$ cat config.mk
export PLATFORM = sky130hd
export DESIGN_NAME = pipe_alu
export DESIGN_NICKNAME = d
export VERILOG_FILES = /design/src/rtl/pipe_alu_pkg.sv /design/src/rtl/alu_mul_iter.sv /design/src/rtl/pipe_alu.sv
export SDC_FILE = /design/constraint.sdc
export NUM_CORES = 1
export LEC_CHECK = 0
export ABC_CLOCK_PERIOD_IN_PS = 3750
export BUFFER_PORTS_ARGS = -buffer_cell sky130_fd_sc_hd__buf_4
export CAP_MARGIN = 30
export CORE_AREA = 2 2 146 148
export DETAILED_ROUTE_END_ITERATION = 6
export DIE_AREA = 0 0 148 150
export PLACE_DENSITY = 0.67
export SLEW_MARGIN = 25
export SYNTH_ARGS = -nofsm -noshare
export SYNTH_HDL_FRONTEND = slang
export SYNTH_HIERARCHICAL = 1
export SYNTH_SLANG_ARGS = --single-unit
$ cat constraint.sdc
create_clock -name clk -period 3.75 [get_ports clk]
set_input_delay 0.375 -clock clk [delete_from_list [all_inputs] [get_ports clk]]
set_output_delay 0.375 -clock clk [all_outputs]
set_load 0.005 [all_outputs]
$ cat src/rtl/pipe_alu_pkg.sv
// pipe_alu_pkg: opcode constants and control state shared by the ALU and its bench
package pipe_alu_pkg;

    localparam logic [3:0] OP_ADD    = 4'd0;
    localparam logic [3:0] OP_SUB    = 4'd1;
    localparam logic [3:0] OP_XOR    = 4'd3;
    localparam logic [3:0] OP_SLL    = 4'd4;
    localparam logic [3:0] OP_SRA    = 4'd5;
    localparam logic [3:0] OP_ROR    = 4'd6;
    localparam logic [3:0] OP_PADDSB = 4'd7;
    localparam logic [3:0] OP_LHB    = 4'd10;
    localparam logic [3:0] OP_LLB    = 4'd11;
    localparam logic [3:0] OP_MUL    = 4'd12;

    typedef enum logic [1:0] {
        IDLE,
        MUL_BUSY,
        DONE
    } state_t;

endpackage

$ cat src/rtl/alu_mul_iter.sv
// alu_mul_iter: shift-add multiplier, one multiplier bit per cycle, low WIDTH bits of the product
module alu_mul_iter #(
    parameter int WIDTH = 16
) (
    input  logic             clk,
    input  logic             rst_n,
    input  logic             start,
    input  logic [WIDTH-1:0] a,
    input  logic [WIDTH-1:0] b,
    output logic             done,
    output logic [WIDTH-1:0] product
);

    localparam int CW = $clog2(WIDTH);

    logic             busy_q, busy_d;
    logic [WIDTH-1:0] acc_q, acc_d;
    logic [WIDTH-1:0] mcand_q, mcand_d;
    logic [WIDTH-1:0] mplier_q, mplier_d;
    logic [CW-1:0]    cnt_q, cnt_d;

    // product is the accumulator after the current step, so it is final on the done cycle
    assign product = acc_q + (mplier_q[0] ? mcand_q : '0);
    assign done    = busy_q && (cnt_q == CW'(WIDTH - 1));

    // load operands on start, then add/shift once per cycle until the last bit
    always_comb begin
        busy_d   = busy_q;
        acc_d    = acc_q;
        mcand_d  = mcand_q;
        mplier_d = mplier_q;
        cnt_d    = cnt_q;
        if (start) begin
            busy_d   = 1'b1;
            acc_d    = '0;
            mcand_d  = a;
            mplier_d = b;
            cnt_d    = '0;
        end else if (busy_q) begin
            acc_d    = product;
            mcand_d  = mcand_q << 1;
            mplier_d = mplier_q >> 1;
            cnt_d    = cnt_q + 1'b1;
            busy_d   = !done;
        end
    end

    // multiplier state register; reset abandons any operation in flight
    always_ff @(posedge clk or negedge rst_n) begin
        if (!rst_n) begin
            busy_q   <= 1'b0;
            acc_q    <= '0;
            mcand_q  <= '0;
            mplier_q <= '0;
            cnt_q    <= '0;
        end else begin
            busy_q   <= busy_d;
            acc_q    <= acc_d;
            mcand_q  <= mcand_d;
            mplier_q <= mplier_d;
            cnt_q    <= cnt_d;
        end
    end

endmodule

$ cat src/rtl/pipe_alu.sv
// pipe_alu: registered ALU with single-cycle ops, iterative MUL and valid/ready handshakes
module pipe_alu
    import pipe_alu_pkg::*;
#(
    parameter int WIDTH  = 16,
    parameter int LANE_W = 4
) (
    input  logic                     clk,
    input  logic                     rst_n,
    input  logic                     in_valid,
    output logic                     in_ready,
    input  logic [3:0]               op,
    input  logic [WIDTH-1:0]         a,
    input  logic [WIDTH-1:0]         b,
    input  logic [$clog2(WIDTH)-1:0] shamt,
    input  logic [WIDTH/2-1:0]       imm,
    output logic                     out_valid,
    input  logic                     out_ready,
    output logic [WIDTH-1:0]         result,
    output logic                     flag_n,
    output logic                     flag_v,
    output logic                     flag_z,
    output logic                     out_err
);

    localparam int SW = $clog2(WIDTH);
    localparam int HW = WIDTH / 2;
    localparam int NL = WIDTH / LANE_W;

    state_t           state_q, state_d;
    logic [WIDTH-1:0] result_q, result_d;
    logic             err_q, err_d;
    logic             flag_n_q, flag_n_d;
    logic             flag_v_q, flag_v_d;
    logic             flag_z_q, flag_z_d;

    logic             accept, mul_start, mul_done;
    logic [WIDTH-1:0] mul_prod;
    logic [WIDTH-1:0] sum, diff, sat, padd, ror;
    logic [SW:0]      lsh;
    logic             add_ovf, sub_ovf;
    logic [WIDTH-1:0] alu_res;
    logic             alu_err, alu_v, upd_nv, upd_z;

    assign in_ready  = rst_n && (state_q == IDLE || (state_q == DONE && out_ready));
    assign accept    = in_valid && in_ready;
    assign mul_start = accept && op == OP_MUL;
    assign out_valid = state_q == DONE;
    assign result    = result_q;
    assign out_err   = err_q;
    assign flag_n    = flag_n_q;
    assign flag_v    = flag_v_q;
    assign flag_z    = flag_z_q;

    // signed overflow always saturates toward the sign of a
    assign sum     = a + b;
    assign diff    = a - b;
    assign add_ovf = (a[WIDTH-1] == b[WIDTH-1]) && (sum[WIDTH-1] != a[WIDTH-1]);
    assign sub_ovf = (a[WIDTH-1] != b[WIDTH-1]) && (diff[WIDTH-1] != a[WIDTH-1]);
    assign sat     = a[WIDTH-1] ? {1'b1, {(WIDTH-1){1'b0}}} : {1'b0, {(WIDTH-1){1'b1}}};

    // shamt=0 makes the left part shift by WIDTH, which yields zero and passes a
    assign lsh = (SW+1)'(WIDTH) - {1'b0, shamt};
    assign ror = (a >> shamt) | (a << lsh);

    for (genvar i = 0; i < NL; i++) begin : g_lane
        logic [LANE_W-1:0] lane_a, lane_b, lane_s;
        logic              lane_ovf;
        assign lane_a   = a[i*LANE_W +: LANE_W];
        assign lane_b   = b[i*LANE_W +: LANE_W];
        assign lane_s   = lane_a + lane_b;
        assign lane_ovf = (lane_a[LANE_W-1] == lane_b[LANE_W-1]) && (lane_s[LANE_W-1] != lane_a[LANE_W-1]);
        assign padd[i*LANE_W +: LANE_W] = lane_ovf ? {lane_a[LANE_W-1], {(LANE_W-1){!lane_a[LANE_W-1]}}} : lane_s;
    end

    alu_mul_iter #(.WIDTH(WIDTH)) u_mul (
        .clk     (clk),
        .rst_n   (rst_n),
        .start   (mul_start),
        .a       (a),
        .b       (b),
        .done    (mul_done),
        .product (mul_prod)
    );

    // single-cycle result and which flags it is allowed to touch
    always_comb begin
        alu_res = '0;
        alu_err = 1'b0;
        alu_v   = 1'b0;
        upd_nv  = 1'b0;
        upd_z   = 1'b1;
        case (op)
            OP_ADD: begin
                alu_res = add_ovf ? sat : sum;
                alu_v   = add_ovf;
                upd_nv  = 1'b1;
            end
            OP_SUB: begin
                alu_res = sub_ovf ? sat : diff;
                alu_v   = sub_ovf;
                upd_nv  = 1'b1;
            end
            OP_XOR:    alu_res = a ^ b;
            OP_SLL:    alu_res = a << shamt;
            OP_SRA:    alu_res = $signed(a) >>> shamt;
            OP_ROR:    alu_res = ror;
            OP_PADDSB: begin
                alu_res = padd;
                upd_z   = 1'b0;
            end
            OP_LLB: begin
                alu_res = {b[WIDTH-1:HW], imm};
                upd_z   = 1'b0;
            end
            OP_LHB: begin
                alu_res = {imm, b[HW-1:0]};
                upd_z   = 1'b0;
            end
            OP_MUL:    alu_res = '0;
            default: begin
                alu_err = 1'b1;
                upd_z   = 1'b0;
            end
        endcase
    end

    // control: load results on accept or multiplier completion, drain on out_ready
    always_comb begin
        state_d  = state_q;
        result_d = result_q;
        err_d    = err_q;
        flag_n_d = flag_n_q;
        flag_v_d = flag_v_q;
        flag_z_d = flag_z_q;
        if (mul_start) begin
            state_d = MUL_BUSY;
        end else if (accept) begin
            state_d  = DONE;
            result_d = alu_res;
            err_d    = alu_err;
            flag_n_d = upd_nv ? alu_res[WIDTH-1] : flag_n_q;
            flag_v_d = upd_nv ? alu_v : flag_v_q;
            flag_z_d = upd_z ? (alu_res == '0) : flag_z_q;
        end else if (state_q == MUL_BUSY && mul_done) begin
            state_d  = DONE;
            result_d = mul_prod;
            err_d    = 1'b0;
            flag_z_d = mul_prod == '0;
        end else if (state_q == DONE && out_ready) begin
            state_d = IDLE;
        end
    end

    // state and output registers
    always_ff @(posedge clk or negedge rst_n) begin
        if (!rst_n) begin
            state_q  <= IDLE;
            result_q <= '0;
            err_q    <= 1'b0;
            flag_n_q <= 1'b0;
            flag_v_q <= 1'b0;
            flag_z_q <= 1'b0;
        end else begin
            state_q  <= state_d;
            result_q <= result_d;
            err_q    <= err_d;
            flag_n_q <= flag_n_d;
            flag_v_q <= flag_v_d;
            flag_z_q <= flag_z_d;
        end
    end

endmodule

# Yosys cells after proc, flatten, opt, wreduce, memory -nomap -nowiden
# Cells that the tools add are included.
dict set report word_totals {
  register_bits 75
  latch_bits 0
  ram_bits 0
  mem_bits_ro 0
  inputBits 52
  out_inout_bits 22
  word_cells 116
  n_memories 0
}
dict set report op_classes {
  addsub 9
  mul 0
  n_div 0
  order_cmp 0
  eq_ne 24
  n_shift 4
  muxes 34
  bitwise_logic 3
  reduce_logical 31
}
# cell n
set ops {}
lappend ops {{16-bit 2-to-1 mux} 12}
lappend ops {{16-bit one-hot mux with 9 select lines} 1}
lappend ops {{16-bit adder} 2}
lappend ops {{16-bit logical NOT} 2}
lappend ops {{4-bit 2-to-1 mux} 6}
lappend ops {{4-bit adder} 4}
lappend ops {{4-bit by 3-bit equality test with 1-bit output, second input constant} 4}
lappend ops {{4-bit equality test, second input constant} 4}
lappend ops {{16-bit bitwise OR} 1}
lappend ops {{16-bit by 4-bit left shift with 16-bit output} 1}
lappend ops {{16-bit by 5-bit left shift with 16-bit output} 1}
lappend ops {{16-bit by 4-bit >> shifter with 16-bit output} 1}
lappend ops {{16-bit by 4-bit >>> shifter with 16-bit output} 1}
lappend ops {{16-bit subtractor} 1}
lappend ops {{16-bit XOR} 1}
lappend ops {{1-bit logical AND} 12}
lappend ops {{1-bit 2-to-1 mux} 10}
lappend ops {{10-bit OR reduction} 1}
lappend ops {{2-bit 2-to-1 mux} 4}
lappend ops {{1-bit inequality test} 7}
lappend ops {{7-bit OR reduction} 1}
lappend ops {{3-bit AND reduction} 2}
lappend ops {{1-bit logical NOT} 5}
lappend ops {{5-bit by 4-bit subtractor with 5-bit output, first input constant} 1}
lappend ops {{other kinds (16)} 20}

# Logic depth before layout (Yosys ltp)
dict set report depth {
  depth_word 8
  ltp_mapped 20
  ltp_nobuf 19
}

# Hierarchy
# Netlist, hierarchy kept.
# module n_inst cells_each area_each_um2 seq_area_each_um2
set by_module_without_submodules {}
lappend by_module_without_submodules {pipe_alu 1 914 6812.8 550.5}
lappend by_module_without_submodules {alu_mul_iter 1 352 3270.6 1326.3}

# Worst setup path after synthesis
# OpenSTA, ideal clock, no wires.
dict set report synth_timing {
  path_type {input to register}
  start {in b[9]}
  end {reg flag_z_q, in the netlist flag_z}
  setup_ns 0.103
  arrival_time_ns 4.339
  slack_ns -0.692
  path_stages 20
  cell_sequence {inv_1 ha_1 clkbuf_1 and3_1 a22o_1 o21a_1 nor3_1 or3_1 o21bai_1 a21oi_1 fa_1 nand3b_1 and2_0 clkbuf_1 a311oi_1 nand4_1 nor2_1 nor4b_1 nand4_1 o41ai_2}
}
dict set report synth_between {
  elab_chain_len 8
}
# item line
set synth_lines {}
lappend synth_lines {{from (decl)} pipe_alu.sv:14} ;# input logic [WIDTH-1:0] b,
lappend synth_lines {{16-bit subtractor (tied with other cells)} pipe_alu.sv:57} ;# assign diff = a - b;
lappend synth_lines {{1-bit inequality test, on equally long branches} {pipe_alu.sv:59, pipe_alu.sv:58, pipe_alu.sv:72}}
lappend synth_lines {{1-bit logical AND, on equally long branches} {pipe_alu.sv:59, pipe_alu.sv:58, pipe_alu.sv:72}}
lappend synth_lines {{16-bit 2-to-1 mux (tied with other cells)} pipe_alu.sv:100} ;# alu_res = sub_ovf ? sat : diff;
lappend synth_lines {{16-bit one-hot mux with 9 select lines (*)} pipe_alu.sv:93} ;# case (op)
lappend synth_lines {{16-bit logical NOT (*)} pipe_alu.sv:144} ;# flag_z_d = upd_z ? (alu_res == '0) : flag_z_q;
lappend synth_lines {{1-bit 2-to-1 mux (*)} pipe_alu.sv:144}
lappend synth_lines {{1-bit 2-to-1 mux (*)} pipe_alu.sv:138} ;# end else if (accept) begin
lappend synth_lines {{to (signal assigned)} pipe_alu.sv:170} ;# flag_z_q <= flag_z_d;
lappend synth_lines {{to (decl)} pipe_alu.sv:35} ;# logic flag_z_q, flag_z_d;
# Mark *: on every way between the ends. The rest lies on a longest branch, timed or not. The select of a mux whose other input is x is not followed.
# A chain may end at the register's enable or synchronous reset.

# Final worst setup path
dict set report layout_timing {
  start {in a[8]}
  end {reg flag_z_q, in the netlist flag_z}
}
dict set report layout_between {
  elab_chain_len 8
}
# item line
set layout_lines {}
lappend layout_lines {{from (decl)} pipe_alu.sv:13} ;# input logic [WIDTH-1:0] a,
lappend layout_lines {{16-bit subtractor (tied with other cells)} pipe_alu.sv:57}
lappend layout_lines {{1-bit inequality test, on equally long branches} {pipe_alu.sv:59, pipe_alu.sv:58, pipe_alu.sv:72}}
lappend layout_lines {{1-bit logical AND, on equally long branches} {pipe_alu.sv:59, pipe_alu.sv:58, pipe_alu.sv:72}}
lappend layout_lines {{16-bit 2-to-1 mux (tied with other cells)} pipe_alu.sv:100}
lappend layout_lines {{16-bit one-hot mux with 9 select lines (*)} pipe_alu.sv:93}
lappend layout_lines {{16-bit logical NOT (*)} pipe_alu.sv:144}
lappend layout_lines {{1-bit 2-to-1 mux (*)} pipe_alu.sv:144}
lappend layout_lines {{1-bit 2-to-1 mux (*)} pipe_alu.sv:138}
# Marked as above.

==> metrics.txt <==
register area share after synthesis 0.186; Overall Global Routing Usage 0.408; worst hold start b[14]; flop2flop setup slack 120 ps; Top Ports 74; first-pass GRT wire length 67.5 mm; Syn Nets 1,372; number of flops mapped to enable cells by yosys 0; final design area excluding fillers 0.0128 sq mm; power per cell area 513 mW/mm^2; Reg clk slew, reported paths 60 ps; Vias/cell 6.73; Die Height 150 microns; dominant synthesized flop cell dfrtp_1; clk root buf clkbuf_16; Area Growth Syn to Fin 27.1%; Slew Viols, Final 0; period utilisation layout 1.11; failing checks negative setup slack; total number of vias 11.5k; CP endpoint kind flip-flop; Place WS -985 ps; clock tree buffer depth 2; Skew-Pair Late Insertion Delay 360 ps; Tot Pwr 6.58 mW; status finished, violations left; Final Hold Fails 0; flops & latches, synth 75; Critical Path Start Type primary input; commonest non-fill, non-tap cell in the layout buf_4; CTS tree yes; R2R cell count 13; H-tree levels 3; FFs w/ async S/R, synth 1.00; drt drc 0; gr ovfl total 0; Post-DP Area 0.0118 sq mm; largest net degree at the start of global routing 77; worst r2r src u_mul/mplier_q[0]; Cells after Synth 1,266; setup slack after layout -410 ps; core footprint 0.0207 sq mm; fmax 0.240 GHz; Slew @ Worst Pin 986 ps; Synth Area per Inst 7.96 sq um; initial antenna violation count 0; max incr delay on CP 610 ps; initial DRC count 1,321; WP data required 3990 ps; hold crit path type primary input to flip-flop; Reg2Reg Capture Point flag_z; DP Cell Count 1,672; Initial Util 0.487; Lkg Pwr 5.36 nW; IO buf count 73; critical path fanouts, max 2; Netlist cell types 100; n_diodes 0; Synthesis Warnings 6; Final min period 4160 ps; Slowest-stage cell, CP fa_2; post-layout net count 1,533; crit path DAT 4400 ps; mapped cell area 0.0101 sq mm; average wire per standard cell 27.0 microns; Worst Hold End u_mul/mplier_q[14]; highest-count cells in the layout ignoring fill and taps 225 x buf_4, 134 x nand2_1, 91 x nor2_1; Hold Crit Depth 3; vias in the first global route 10.7k; CTS Buf Count 9; Die Area 0.0222 sq mm; share of layout cells above drive strength 1 0.286; HPWL after DPL 35.8 mm; DRT Pass-1 Iters 5; Clock Skew 15.7 ps; Row Count 53; Final ANT Viol Nets 0; VDD IR-drop max 0.374 mV; Num Clock Sinks 75; Slew headroom 0.341; RD Place Congestion 1.10; CP Class primary input to flip-flop; final WL 46.1 mm; Cell Count, Final, Fillers Out 1,707; final setup violation count 15; RSZ-0062 raised after global routing true; Die W 148 microns; crit path cell chain buf_8 -> ha_4 -> buf_6 -> a21o_1 -> a22o_1 -> o21a_1 -> nor3_2 -> or3_1 -> o21bai_1 -> a21oi_2 -> fa_2 -> buf_6 -> buf_4 -> buf_4 -> a21oi_1 -> o21a_1 -> a2111oi_2 -> nand3_1 -> a211oi_2 -> and4_1 -> nand4_1 -> o41ai_2; max cap viols 0
-- synth_stat cells (6+ instances only) --
library cell	instances	area [sq um]
nand2_1	138	518
o21ai_0	98	490
nor2_1	93	349
a21oi_1	89	445
dfrtp_1	75	1880
mux2i_1	75	751
clkbuf_1	54	203
ha_1	47	588
inv_1	39	146
nor2b_1	28	175
buf_2	24	120
nor3_1	24	120
mux4_2	23	518
xnor2_1	22	193
a211oi_1	21	158
and2_1	21	131
nand2b_1	20	125
nand3_1	19	95.1
o211ai_1	18	135
nand4_1	17	106
nor4_1	17	106
mux2_2	16	180
a21o_1	13	97.6
o21a_1	13	97.6
o31ai_1	13	97.6
xor2_1	12	105
nor3b_1	11	82.6
o22ai_1	11	68.8
or3_1	11	68.8
buf_1	10	37.5
a211o_1	9	78.8
or4_1	9	67.6
and3_1	8	50.1
nand3b_1	8	60.1
o2111ai_1	8	70.1
fa_1	7	140
a221oi_1	6	52.6
a22oi_1	6	45.0
a31oi_1	6	37.5
or2_2	6	37.5
-- flip-flops by register name, indices dropped and copies added, names as in the netlist --
| signal | count |
|---|---|
| u_mul/acc_q | 16 |
| u_mul/mcand_q | 16 |
| out_err | 1 |
| u_mul/mplier_q | 16 |
| state_q | 2 |
| u_mul/busy_q | 1 |
| flag_n | 1 |
| u_mul/cnt_q | 4 |
| flag_z | 1 |
| result | 16 |
| flag_v | 1 |
-- power by group --
| group | switching [mW] | total [mW] | internal (mW) |
|---|---|---|---|
| Combinational | 2.42 | 4.15 | 1.73 |
| Sequential | 0.258 | 1.44 | 1.18 |
| Clock | 0.399 | 0.994 | 0.595 |
-- worst max path at each step --
stage | start | to | slack, ps | cells past startpoint
2_1_floorplan | b[9] | flag_z | -390 | 20
3_3_place_gp | a[1] | flag_z | -860 | 18
3_5_place_dp | b[1] | flag_z | -980 | 20
4_1_cts | a[1] | flag_z | -310 | 18
5_1_grt | b[8] | flag_z | -490 | 25
6_report | a[8] | flag_z | -410 | 22
-- critical path: cells and delay by family --
kind                     cells  cell delay, ps
AO/OA/AOI/OAI               10            1700
AND/OR/NAND/NOR              5             920
buffers and inverters        5             490
adder cells (fa/ha/maj)      2             880
-- logic make-up (layout without fill, tap and decap cells) --
| family | after synthesis | in the layout | share of synthesized area |
|---|---|---|---|
| AO/OA/AOI/OAI | 384 | 384 | 0.260 |
| flip-flops | 75 | 75 | 0.186 |
| adder cells (fa/ha/maj) | 54 | 54 | 0.0722 |
| multiplexers | 118 | 118 | 0.154 |
| AND/OR/NAND/NOR | 458 | 458 | 0.236 |
| XOR/XNOR | 34 | 34 | 0.0295 |
| buffers and inverters | 143 | 309 | 0.0619 |
-- final cells by class --
type / count / area, sq um
multi-input combinational: 1048 / 8070
fill: 1864 / 7870
timing repair buffer: 251 / 2020
sequential: 75 / 1880
tap: 275 / 344
clock buffer: 9 / 225
inverter: 42 / 178
clock inverter: 7 / 105
-- routing by layer --
layer | vias to the layer above | track usage | share of wire
met2 | 710 | 0.628 | 0.43
met3 | 152 | 0.0924 | 0.11
li1 | 5048 | - | -
met5 | - | 0 | 0
met4 | 0 | 0.204 | 0.063
met1 | 5575 | 0.541 | 0.40
-- repair_timing --
action	CTS	global route
setup buffers	15	12
gates resized for setup	71	60
hold buffers	1	0
endpoints found under the setup margin	18	18
pin swaps	37	35
hold endpoints to repair	2	0
-- through the flow --
stage / hold slack, ps / TNS [ps] / util
3_3_place_gp: 186 / -11460 / 0.571
3_5_place_dp: 190 / -13140 / 0.571
2_1_floorplan: 79.4 / -705 / -
4_1_cts: 301 / -1390 / 0.607
6_report: 309 / -2900 / 0.620
5_1_grt: 329 / -4690 / 0.620
Note: power is estimated with default switching activity, not from simulation.
